[config.mk]
export PLATFORM = sky130hd
export DESIGN_NAME = snake_dir_queue
export DESIGN_NICKNAME = d
export VERILOG_FILES = /design/src/rtl/snake_dir_queue.sv
export SDC_FILE = /design/constraint.sdc
export NUM_CORES = 1
export LEC_CHECK = 0
export CORE_MARGIN = 4
export CORE_UTILIZATION = 56
export DETAILED_ROUTE_END_ITERATION = 10
export PLACE_DENSITY = 0.79
export SLEW_MARGIN = 20
export SYNTH_ARGS = -nofsm -noshare
export SYNTH_HDL_FRONTEND = slang
export SYNTH_SLANG_ARGS = --single-unit
[constraint.sdc]
create_clock -name clk -period 3 [get_ports clk]
set_input_delay 0.45 -clock clk [delete_from_list [all_inputs] [get_ports clk]]
set_output_delay 0.45 -clock clk [all_outputs]
set_load 0.02 [all_outputs]
[src/rtl/snake_dir_queue.sv]
// snake_dir_queue: per-player key edge detect, turn legality filter and tick-drained turn FIFO (clk, reset active-low async, key_* in, tick in, direction/q_count/overflow out)
module snake_dir_queue #(
  parameter int NUM_PLAYERS = 2,
  parameter int QUEUE_DEPTH = 3,
  parameter logic [1:0] INIT_DIR = 2'b00,
  parameter int CW = $clog2(QUEUE_DEPTH + 1)
) (
  input  logic                      clk,
  input  logic                      reset,
  input  logic [NUM_PLAYERS-1:0]    key_right,
  input  logic [NUM_PLAYERS-1:0]    key_down,
  input  logic [NUM_PLAYERS-1:0]    key_left,
  input  logic [NUM_PLAYERS-1:0]    key_up,
  input  logic                      tick,
  output logic [2*NUM_PLAYERS-1:0]  direction,
  output logic [CW*NUM_PLAYERS-1:0] q_count,
  output logic [NUM_PLAYERS-1:0]    overflow
);
  localparam int PW = QUEUE_DEPTH > 1 ? $clog2(QUEUE_DEPTH) : 1;
  localparam logic [PW-1:0] LAST = PW'(QUEUE_DEPTH - 1);
  localparam logic [CW-1:0] FULL = CW'(QUEUE_DEPTH);
  for (genvar p = 0; p < NUM_PLAYERS; p++) begin : g_p
    logic [3:0] keys, key_q, rise;
    logic [1:0] dir, new_dir, tail, ref_dir;
    logic [1:0] mem [QUEUE_DEPTH];
    logic [PW-1:0] rd, wr;
    logic [CW-1:0] cnt;
    logic ovf, valid, acc, pop, bypass, push;
    always_comb begin
      keys = {key_up[p], key_left[p], key_down[p], key_right[p]};
      rise = keys & ~key_q;
      valid = rise != 4'd0 && (rise & (rise - 4'd1)) == 4'd0;
      new_dir = rise[3] ? 2'd3 : rise[2] ? 2'd2 : rise[1] ? 2'd1 : 2'd0;
      tail = mem[wr == '0 ? LAST : wr - 1'b1];
      ref_dir = cnt != '0 ? tail : dir;
      acc = valid && new_dir != ref_dir && new_dir != (ref_dir ^ 2'b10);
      pop = tick && cnt != '0;
      bypass = tick && cnt == '0 && acc;
      push = acc && !bypass && (cnt != FULL || pop);
    end
    always_ff @(posedge clk or negedge reset) begin
      if (!reset) begin
        key_q <= '1;
        dir <= INIT_DIR;
        rd <= '0;
        wr <= '0;
        cnt <= '0;
        ovf <= 1'b0;
      end else begin
        key_q <= keys;
        dir <= pop ? mem[rd] : bypass ? new_dir : dir;
        rd <= pop ? (rd == LAST ? '0 : rd + 1'b1) : rd;
        wr <= push ? (wr == LAST ? '0 : wr + 1'b1) : wr;
        cnt <= cnt + CW'(push) - CW'(pop);
        ovf <= acc && !tick && cnt == FULL;
      end
    end
    always_ff @(posedge clk) begin
      if (push) mem[wr] <= new_dir;
    end
    assign direction[2*p +: 2] = dir;
    assign q_count[CW*p +: CW] = cnt;
    assign overflow[p] = ovf;
  end
endmodule
* Yosys cells after proc, flatten, opt, wreduce, memory -nomap -nowiden *
Memories as Yosys holds them, arrays and structs flattened.
Cells that the tools add are included.

cells by class
  reductions and logical operators = 37
  mux-type cells = 22
  add/subtract/negate cells = 12
  bitwise logic cells = 8
  equal/unequal tests = 12

operators with widths
  operator                                                             count
  2-bit two-way mux                                                    16
  1-bit logical AND                                                    20
  4-bit AND                                                            4
  2-bit equality test (second input constant)                          6
  2-bit by 1-bit adder with 2-bit output (second input constant)       4
  2-bit logical NOT                                                    4
  4-bit logical NOT                                                    2
  2-bit != test                                                        4
  4-bit inverter                                                       2
  2-bit nonzero test                                                   4
  4-bit nonzero test                                                   2
  4-bit by 1-bit subtractor with 4-bit output (second input constant)  2
  1-bit two-way mux                                                    6
  2-bit by 1-bit adder with 2-bit output                               2
  2-bit != test (second input constant)                                2
  2-bit by 1-bit subtractor with 2-bit output                          2
  2-bit by 1-bit subtractor with 2-bit output (second input constant)  2
  1-bit logical NOT                                                    3
  1-bit logical OR                                                     2
  1-bit inverter                                                       2

storage, ports and cells
  output and inout port bits = 10
  word-level logic and storage cells = 105
  input bits = 11
  memories = 2
  flip-flop bits (word level) = 26
  RAM bits = 12

memories
  name        depth  width  read ports  clocked after Yosys merged registers in  wr ports  line  source
  g_p[0].mem  3      2      2           0                                        1         25    logic [1:0] mem [QUEUE_DEPTH];
  g_p[1].mem  3      2      2           0                                        1         25

* Depth between registers and ports, before layout *
Gate-level depths: netlist of the first run.

  word-level depth = 14
  mapped depth = 12
  depth with buffers taken out = 11

* Worst setup path after synthesis of the first run *
OpenSTA, ideal clock, no wires.

  kind = flip-flop to flip-flop
  start point = register g_p[1].wr[0]
  end point = register g_p[1].cnt[1]
  setup slack = 0.667 ns
  required time = 2.920 ns
  cell stages (with the launch flop) = 12
  arrival = 2.253 ns
  clock period less this slack = 2.333 ns
  library setup time = 0.080 ns
  buffers on the path = 1
  path through = dfrtp_1 > inv_1 > ha_1 > or3_4 > a31o_4 > a21oi_2 > and3_1 > buf_6 > a21o_1 > ha_1 > xnor2_1 > xnor2_1

on the way
  longest elaborated chain between the ends = 13
  elaborated cells on any way between the ends = 16
  classes of those cells = 3 x add/sub; 2 x eq/ne; 2 x mux; 1 x bitwise; 7 x reduce/logical; 1 x memory

ends and longest elaborated chain
  element                                                                           line  source
  start, declared                                                                   26    logic [PW-1:0] rd, wr;
  start signal, assigned                                                            53    wr <= push ? (wr == LAST ? '0 : wr + 1'b1) : wr;
  2-bit by 1-bit subtractor with 2-bit output or 2-bit logical NOT (tied branches)  34    tail = mem[wr == '0 ? LAST : wr - 1'b1];
  2-bit two-way mux *                                                               34
  memory read 3 x 2 bit *                                                           --
  2-bit two-way mux *                                                               35    ref_dir = cnt != '0 ? tail : dir;
  2-bit != test or 1-bit inverter (tied branches)                                   --
  1-bit logical AND or 2-bit != test (tied branches)                                36    acc = valid && new_dir != ref_dir && new_dir != (ref_dir ^ 2'b10);
  1-bit logical AND *                                                               36
  1-bit logical AND                                                                 38    bypass = tick && cnt == '0 && acc;
  1-bit logical NOT                                                                 39    push = acc && !bypass && (cnt != FULL || pop);
  1-bit logical AND * (2 in a row)                                                  39
  2-bit by 1-bit adder with 2-bit output *                                          54    cnt <= cnt + CW'(push) - CW'(pop);
  2-bit by 1-bit subtractor with 2-bit output *                                     54
  end signal, assigned                                                              54
  end, declared                                                                     27    logic [CW-1:0] cnt;

Mark *: on every way between the ends. The rest lies on a longest branch, timed or not.
A chain may end at the register's enable or synchronous reset.

* Worst setup path in the final report of the first run *
  start point = register g_p[0].wr[0]
  end point = register g_p[0].cnt[1]

on the way
  longest elaborated chain between the ends = 13
  elaborated cells on any way between the ends = 16
  classes of those cells = 3 x add/sub; 2 x eq/ne; 2 x mux; 1 x bitwise; 7 x reduce/logical; 1 x memory

ends and longest elaborated chain
  element                                                                           line
  start, declared                                                                   26
  start signal, assigned                                                            53
  2-bit by 1-bit subtractor with 2-bit output or 2-bit logical NOT (tied branches)  34
  2-bit two-way mux *                                                               34
  memory read 3 x 2 bit *                                                           --
  2-bit two-way mux *                                                               35
  2-bit != test or 1-bit inverter (tied branches)                                   --
  1-bit logical AND or 2-bit != test (tied branches)                                36
  1-bit logical AND *                                                               36
  1-bit logical AND                                                                 38
  1-bit logical NOT                                                                 39
  1-bit logical AND * (2 in a row)                                                  39
  2-bit by 1-bit adder with 2-bit output *                                          54
  2-bit by 1-bit subtractor with 2-bit output *                                     54
  end signal, assigned                                                              54
  end, declared                                                                     27

Marks and branches as above.

==> reports/qor_table.md, run 1 <==
| Quantity | This run | Unit |
| --- | --- | --- |
| Starting density of the core | 0.602 | - |
| Met2 wirelength from detailed routing | 1940 | um |
| Total length of routed met3 wires | 218 | um |
| Final TNS setup | 0 | ns |
| Number of logic stages on the critical path including buffering | 11 | - |
| Detail Placement HPWL | 2990 | um |
| Max frequency | 0.393 | GHz |
| Peak ir drop on the vdd network | 0.492 | mV |
| Clock latency on the worst-skew pair | 0.29 | ns |
| Category of the worst setup path capture point | flop | - |
| Post-DR vias/cell | 5.79 | - |
| Status | complete, no violations | - |
| # IOs | 21 | - |
| Number of antenna violations at the first check in global routing | 0 | - |
| Leading post-synthesis cells by cell area | sky130_fd_sc_hd__dfrtp_1 (22%), sky130_fd_sc_hd__edfxtp_1 (17%), sky130_fd_sc_hd__dfstp_2 (10%), sky130_fd_sc_hd__ha_1 (6.6%), sky130_fd_sc_hd__xnor2_1 (3.0%) | - |
| Area taken by multi-input logic gates | 967 | um2 |
| Slowest Stage Delay on Critical Path | 0.43 | ns |
| Slowest cell on the critical path | sky130_fd_sc_hd__dfrtp_1 | - |
| Pins Over Slew Limit | 0 | - |
| Worst min-delay path class | flop to flop | - |
| Time the worst path needs with I/O delays and setup | 2.54 | ns |
| Arrival @ worst endpoint | 2.72 | ns |
| Global-route wire length before repair | 6660 | um |
| Post-synth top area share | 0.217 | - |
| Setup CP Type | flop to flop | - |
| Fraction of the yosys area taken by sequential cells | 0.493 | - |
| Antenna fix cells | 0 | - |
| EDFF count, synth | 12 | - |
| Worst path required time | 3.17 | ns |
| Final hold slack | 0.546 | ns |
| Met1 routed wirelength after detailed routing | 1710 | um |
| Hold buffer count at CTS | 0 | - |
| Nets@finish | 230 | - |
| Number of levels in the clock H-tree | 2 | - |
| Final worst path period share | 0.848 | - |
| Combined buffer and inverter count along the critical path | 1 | - |
| Static leakage | 0.991 | nW |
| Largest net degree at the start of global routing | 22 | - |
| Clock tree sinks | 38 | - |
| Fraction of layout cells with a size suffix above 1 | 0.158 | - |
| Dominant register cell in the synthesized netlist | sky130_fd_sc_hd__dfrtp_1 | - |
| Count of vias placed by the detailed router | 1,477 | - |
| Cts bufs inserted | 5 | - |
| Depth of the worst hold-timing path | 1 | - |
| Cell Chain, Critical Path | inv_1 > ha_1 > mux2i_1 > a211o_1 > a21oi_1 > o22a_4 > nor2_1 > a31o_2 > ha_1 > xnor2_1 > xnor2_1 | - |
| Post-route clock skew | 0.00875 | ns |
| Post-DR wirelength/cell | 15.5 | um |
| Number of standard cells after synthesis | 184 | - |
| Number of detailed-route iterations in the first pass | 4 | - |
| Dominant delay contributor by cell family on the critical path | compound AO/OA/AOI/OAI gates | - |
| Vert. Die Dim | 68.8 | um |
| Async set-reset flop share out of synthesis | 0.684 | - |
| Final ANT Viol Nets | 0 | - |
| Area occupied by registers | 1020 | um2 |
| Count of cell types in the netlist | 54 | - |
| Via count of the first global-routing pass | 1,534 | - |
| Cell depth of the worst flop-to-flop path | 11 | - |
| Remaining design rule violation count | 0 | - |
| Worst-path maximum fanout | 7 | - |
| RSZ-0062 raised after global routing | no | - |
| Signed area change from the synthesized netlist to the final layout | 15.4 | % |
| GPL Wtd Cong | 0.875 | - |
| Number of filler instances in the final layout | 282 | - |
| Port Buf Inserts | 20 | - |
| Highest metal layer used by the detailed router | met4 | - |
| Synthesized netlist net count | 206 | - |
| FP Rows | 21 | - |
| Leading area contributor after synthesis | sky130_fd_sc_hd__dfrtp_1 | - |
| Worst setup slack after layout | 0.455 | ns |
| Core ar. | 3440 | um2 |
| Final-report hold violation count | 0 | - |
| CTS-repair resized insts | 0 | - |
| Die Outline Area | 4740 | um2 |
| Number of buffers on the longest clock path | 2 | - |
| Die X | 68.8 | um |
| Summed instance area of the synthesized netlist | 2070 | um2 |
| Worst slew slack as a fraction of its limit | 0.372 | - |
| CTS tree | built | - |
| Max-Cap Viols | 0 | - |
| PD cells | 922 | nW/um2 |
| Post-CTS Setup Inserts | 0 | - |
| Total grt overflow | 0 | - |
| Starting DRT DRC Count | 109 | - |
| Synth warn | 0 | - |
| CTS clk-pin slew, worst paths | 0.08 | ns |
| Register bit total from synthesis | 38 | - |
| Clk root buf | sky130_fd_sc_hd__clkbuf_8 | - |
| DP Worst Slack | 0.195 | ns |
| Critical path launch point type | flop | - |
| Overall track demand over capacity in global routing | 0.194 | - |
| Slew at the pin closest to its max-slew limit | 0.939 | ns |
| Count of endpoints failing setup in the final report | 0 | - |
| Average size of a mapped cell | 11.3 | um2 |
| Overall routed net length | 3970 | um |
metrics by stage:
step / instances / cell area (um2) / total power [mW] / util
after floorplan: 184 / 2070 / 1.57 / -
after global placement: 247 / 2310 / 1.80 / 0.670
after detailed placement: 247 / 2310 / 1.86 / 0.670
after CTS: 255 / 2390 / 2.21 / 0.695
after global routing: 255 / 2390 / 2.36 / 0.695
final: 255 / 2390 / 2.20 / 0.695
final cells by class:
cell class	instances	area share
Tap cell	46	0.0241
Multi-Input combinational cell	130	0.405
Clock buffer	5	0.0288
Timing Repair Buffer	23	0.0931
Inverter	10	0.0157
Clock inverter	3	0.00680
Sequential cell	38	0.427
final timing paths:
kind / from / slack (ns) / endpoint
setup / recovery: g_p[0].wr[0] / 0.46 / g_p[0].cnt[1]
hold / removal: g_p[1].wr[1] / 0.55 / g_p[1].wr[1]
setup reg to reg: g_p[0].wr[0] / 0.46 / g_p[0].cnt[1]
hold reg to reg: g_p[1].wr[1] / 0.55 / g_p[1].wr[1]
max in group asynchronous: reset / 1.59 / g_p[1].key_q[2]
min in group asynchronous: reset / 0.68 / g_p[0].dir[1]
Yosys cell counts, types with 3 or more instances:
library cell,number
sky130_fd_sc_hd__nand2b_1,6
sky130_fd_sc_hd__dfstp_2,8
sky130_fd_sc_hd__mux2_2,3
sky130_fd_sc_hd__nor2b_1,3
sky130_fd_sc_hd__nand2_1,16
sky130_fd_sc_hd__inv_1,10
sky130_fd_sc_hd__xnor2_1,7
sky130_fd_sc_hd__edfxtp_1,12
sky130_fd_sc_hd__and2_1,7
sky130_fd_sc_hd__nor2_1,9
sky130_fd_sc_hd__mux2i_1,6
sky130_fd_sc_hd__nand3_1,3
sky130_fd_sc_hd__a21oi_1,5
sky130_fd_sc_hd__dfrtp_1,18
sky130_fd_sc_hd__nor3_1,3
sky130_fd_sc_hd__ha_1,11
sky130_fd_sc_hd__o21ai_0,8
per-layer routing:
| layer | GRT usage | vias to the layer above |
|---|---|---|
| li1 | - | 703 |
| met1 | 0.226 | 717 |
| met2 | 0.334 | 49 |
| met3 | 0.0502 | 8 |
| met4 | 0.0900 | 0 |
| met5 | 0 | - |
where the power goes:
part           internal [mW]  switching, mW  total [mW]
logic                  0.502          0.514        1.02
clock network          0.159          0.179       0.338
registers              0.682          0.167       0.849
total                   1.34          0.860        2.20
state kept, by name, summed over array words and instances (netlist names):
signal	cells
g_p.mem	12
g_p.cnt	4
g_p.ovf	2
g_p.key_q	8
g_p.wr	4
g_p.rd	4
g_p.dir	4
cells by family (layout without fill, tap and decap cells):
group / count (synthesis) / after routing / synth area share
flops: 38 / 38 / 0.493
xor+xnor: 8 / 8 / 0.0338
buf+inv: 16 / 41 / 0.0405
compound gates: 40 / 40 / 0.149
mux: 11 / 11 / 0.0598
fa+ha+maj: 11 / 11 / 0.0664
simple gates: 60 / 60 / 0.158
worst register-to-register path, cell delays in order (launching register included):
cell,delay [ns]
sky130_fd_sc_hd__dfrtp_1,0.43
sky130_fd_sc_hd__inv_1,0.12
sky130_fd_sc_hd__ha_1,0.22
sky130_fd_sc_hd__mux2i_1,0.12
sky130_fd_sc_hd__a211o_1,0.33
sky130_fd_sc_hd__a21oi_1,0.21
sky130_fd_sc_hd__o22a_4,0.21
sky130_fd_sc_hd__nor2_1,0.07
sky130_fd_sc_hd__a31o_2,0.24
sky130_fd_sc_hd__ha_1,0.18
sky130_fd_sc_hd__xnor2_1,0.13
sky130_fd_sc_hd__xnor2_1,0.14
cells in the final DEF, fill, tap and decap left out, types with 3 or more instances in the layout:
master                            synthesis  routed
sky130_fd_sc_hd__mux2_2                   3       3
sky130_fd_sc_hd__buf_4                    2       3
sky130_fd_sc_hd__nand3_1                  3       3
sky130_fd_sc_hd__dfrtp_1                 18      18
sky130_fd_sc_hd__nor3_1                   3       3
sky130_fd_sc_hd__clkdlybuf4s50_1          0      20
sky130_fd_sc_hd__clkbuf_8                 0       5
sky130_fd_sc_hd__nor2b_1                  3       3
sky130_fd_sc_hd__and2_1                   7       7
sky130_fd_sc_hd__ha_1                    11      11
sky130_fd_sc_hd__edfxtp_1                12      12
sky130_fd_sc_hd__a21oi_1                  5       5
sky130_fd_sc_hd__nand2b_1                 6       6
sky130_fd_sc_hd__o21ai_0                  8       8
sky130_fd_sc_hd__nand2_1                 16      16
sky130_fd_sc_hd__dfstp_2                  8       8
sky130_fd_sc_hd__nor2_1                   9       9
sky130_fd_sc_hd__inv_1                   10      10
sky130_fd_sc_hd__mux2i_1                  6       6
sky130_fd_sc_hd__xnor2_1                  7       7
Power figures use the tool's default switching activity.
==> inputs of run 2 (changes only) <==
- clock period: 3 -> 2.5 ns (I/O delays scaled with it)
==> reports/qor_table.md, run 2 (same netlist as run 1, synthesis figures left out) <==
| Quantity | This run | Unit | Delta |
| --- | --- | --- | --- |
| Final Instance Count excl. Fillers | 276 | - | was 255 |
| Die X | 68.8 | um | unchanged |
| Starting DRT DRC Count | 110 | - | was 109 |
| Number of levels in the clock H-tree | 2 | - | unchanged |
| Number of buffers on the longest clock path | 2 | - | unchanged |
| Slowest cell on the critical path | sky130_fd_sc_hd__dfrtp_1 | - | unchanged |
| # IOs | 21 | - | unchanged |
| Met1 routed wirelength after detailed routing | 1900 | um | was 1710 um |
| Total placed cells including tap cells | 260 | - | was 247 |
| Fraction of layout cells with a size suffix above 1 | 0.252 | - | was 0.158 |
| Cell depth of the worst flop-to-flop path | 10 | - | was 11 |
| PD cells | 1100 | nW/um2 | was 922 nW/um2 |
| Via count of the first global-routing pass | 1,543 | - | was 1,534 |
| Worst path required time | 2.67 | ns | was 3.17 ns |
| Core ar. | 3440 | um2 | unchanged |
| Startpoint of the worst-slack reg-to-reg timing path | g_p[1].wr[0] | - | was g_p[0].wr[0] |
| Overall track demand over capacity in global routing | 0.201 | - | was 0.194 |
| DP Worst Slack | -0.0705 | ns | was 0.195 ns |
| Critical path launch point type | flop | - | unchanged |
| Peak ir drop on the vdd network | 0.537 | mV | was 0.492 mV |
| Biggest register | g_p.mem | - | unchanged |
| Antenna fix cells | 0 | - | unchanged |
| Overall routed net length | 4180 | um | was 3970 um |
| Leading cell types in the layout, fill and taps excluded | sky130_fd_sc_hd__buf_4 (24), sky130_fd_sc_hd__clkdlybuf4s50_1 (20), sky130_fd_sc_hd__dfrtp_1 (18) | - | was sky130_fd_sc_hd__clkdlybuf4s50_1 (20), sky130_fd_sc_hd__dfrtp_1 (18), sky130_fd_sc_hd__nand2_1 (16) |
| Hold buffer count at CTS | 0 | - | unchanged |
| Remaining design rule violation count | 0 | - | unchanged |
| Overall power of the completed layout | 2.81 | mW | was 2.20 mW |
| Combined buffer and inverter count along the critical path | 1 | - | unchanged |
| Worst setup path startpoint | g_p[1].wr[0] | - | was g_p[0].wr[0] |
| Max-Cap Viols | 0 | - | unchanged |
| Nets@finish | 251 | - | was 230 |
| Post-DR wirelength/cell | 15.1 | um | was 15.5 um |
| Starting density of the core | 0.602 | - | unchanged |
| Slew at the pin closest to its max-slew limit | 0.707 | ns | was 0.939 ns |
| Count of vias placed by the detailed router | 1,561 | - | was 1,477 |
| CTS clk-pin slew, worst paths | 0.07 | ns | was 0.08 ns |
| Clk root buf | sky130_fd_sc_hd__clkbuf_8 | - | unchanged |
| Detail Placement HPWL | 3090 | um | was 2990 um |
| Total length of routed met3 wires | 218 | um | unchanged |
| Status | complete, no violations | - | unchanged |
| Largest net degree at the start of global routing | 27 | - | was 22 |
| Post-route clock skew | 0.00946 | ns | was 0.00875 ns |
| Most frequent standard cell in the layout excluding fill and tap cells | sky130_fd_sc_hd__buf_4 | - | was sky130_fd_sc_hd__clkdlybuf4s50_1 |
| Number of filler instances in the final layout | 231 | - | was 282 |
| Count of endpoints failing setup in the final report | 0 | - | unchanged |
| Slowest Stage Delay on Critical Path | 0.39 | ns | was 0.43 ns |
| Pins Over Slew Limit | 0 | - | unchanged |
| Worst min-delay path class | input pin to asynchronous set/reset pin | - | was flop to flop |
| Arrival @ worst endpoint | 2.61 | ns | was 2.72 ns |
| Worst slew slack as a fraction of its limit | 0.524 | - | was 0.372 |
| Total grt overflow | 0 | - | unchanged |
| Final worst path period share | 0.975 | - | was 0.848 |
| Setup CP Type | flop to flop | - | unchanged |
| Clock latency on the worst-skew pair | 0.28 | ns | was 0.29 ns |
| Number of logic stages on the critical path including buffering | 10 | - | was 11 |
| Area taken by multi-input logic gates | 978 | um2 | was 967 um2 |
| Final hold slack | 0.462 | ns | was 0.546 ns |
| Category of the worst setup path capture point | flop | - | unchanged |
| Clock tree sinks | 38 | - | unchanged |
| Die Outline Area | 4740 | um2 | unchanged |
| Time the worst path needs with I/O delays and setup | 2.44 | ns | was 2.54 ns |
| Number of antenna violations at the first check in global routing | 0 | - | unchanged |
| Leading registers by flop count | g_p.mem x12, g_p.key_q x8 | - | unchanged |
| Highest metal layer used by the detailed router | met4 | - | unchanged |
| Register-to-register path setup slack | 0.06 | ns | was 0.46 ns |
| Global-route wire length before repair | 7010 | um | was 6660 um |
| Signed area change from the synthesized netlist to the final layout | 23.4 | % | was 15.4% |
| Vert. Die Dim | 68.8 | um | unchanged |
| Met2 wirelength from detailed routing | 1990 | um | was 1940 um |
| Worst reg2reg path endpoint | g_p[1].cnt[1] | - | was g_p[0].cnt[1] |
| Port Buf Inserts | 20 | - | unchanged |
| Worst-path maximum fanout | 3 | - | was 7 |
| Static leakage | 1.10 | nW | was 0.991 nW |
| Post-DR vias/cell | 5.66 | - | was 5.79 |
| Final ANT Viol Nets | 0 | - | unchanged |
| Number of detailed-route iterations in the first pass | 5 | - | was 4 |
| FP Rows | 21 | - | unchanged |
| Worst setup path endpoint | g_p[1].cnt[1] | - | was g_p[0].cnt[1] |
| Number of flip-flops under the largest register name | 12 | - | unchanged |
| Cell Chain, Critical Path | inv_1 > ha_1 > or3_4 > a31o_4 > a21oi_2 > nor2_1 > a21o_1 > ha_1 > xnor2_1 > xnor2_1 | - | was inv_1 > ha_1 > mux2i_1 > a211o_1 > a21oi_1 > o22a_4 > nor2_1 > a31o_2 > ha_1 > xnor2_1 > xnor2_1 |
| Cts bufs inserted | 5 | - | unchanged |
| Max frequency | 0.410 | GHz | was 0.393 GHz |
| Worst setup slack after layout | 0.0627 | ns | was 0.455 ns |
| Area occupied by registers | 1020 | um2 | unchanged |
| CTS tree | built | - | unchanged |
| Final-report hold violation count | 0 | - | unchanged |
| Dominant delay contributor by cell family on the critical path | compound AO/OA/AOI/OAI gates | - | unchanged |
| GPL Wtd Cong | 0.931 | - | was 0.875 |
## run 2: how the worst min path moves through the flow
stage / cells past startpoint / endpoint / slack (ns)
2_1_floorplan: 0 / g_p[0].cnt[0] / 0.08
3_3_place_gp: 2 / g_p[1].dir[1] / 0.52
3_5_place_dp: 2 / g_p[1].dir[1] / 0.53
4_1_cts: 2 / g_p[0].cnt[1] / 0.47
5_1_grt: 2 / g_p[0].cnt[1] / 0.48
6_report: 2 / g_p[0].wr[1] / 0.46
## run 2: routing by layer
layer,GRT usage,vias to the layer above
li1,-,750
met3,0.0519,10
met4,0.0779,0
met2,0.324,53
met5,0,-
met1,0.260,748
## run 2: through the flow
step | setup TNS (ns) | utilization | area [um2]
after global placement | 0 | 0.698 | 2400
after floorplan | 0 | - | 2070
final | 0 | 0.743 | 2560
after global routing | -0.0372 | 0.743 | 2560
after CTS | 0 | 0.723 | 2490
after detailed placement | -0.241 | 0.698 | 2400
## run 2: power by group
part	switching (mW)	internal, mW
sequential	0.169	0.820
clock	0.196	0.192
combinational	0.697	0.740
## run 2: final cells by class
type                            instances  area share
Inverter                               10      0.0147
Sequential cell                        38       0.399
Clock buffer                            6      0.0284
Tap cell                               46      0.0225
Clock inverter                          2     0.00343
Multi-Input combinational cell        130       0.383
Timing Repair Buffer                   44       0.149
## run 2: what timing repair did
action,in CTS,in global routing
buffers inserted,0,8
gates resized for setup,1,4
endpoints found under the setup margin,1,12
pin swaps,0,2
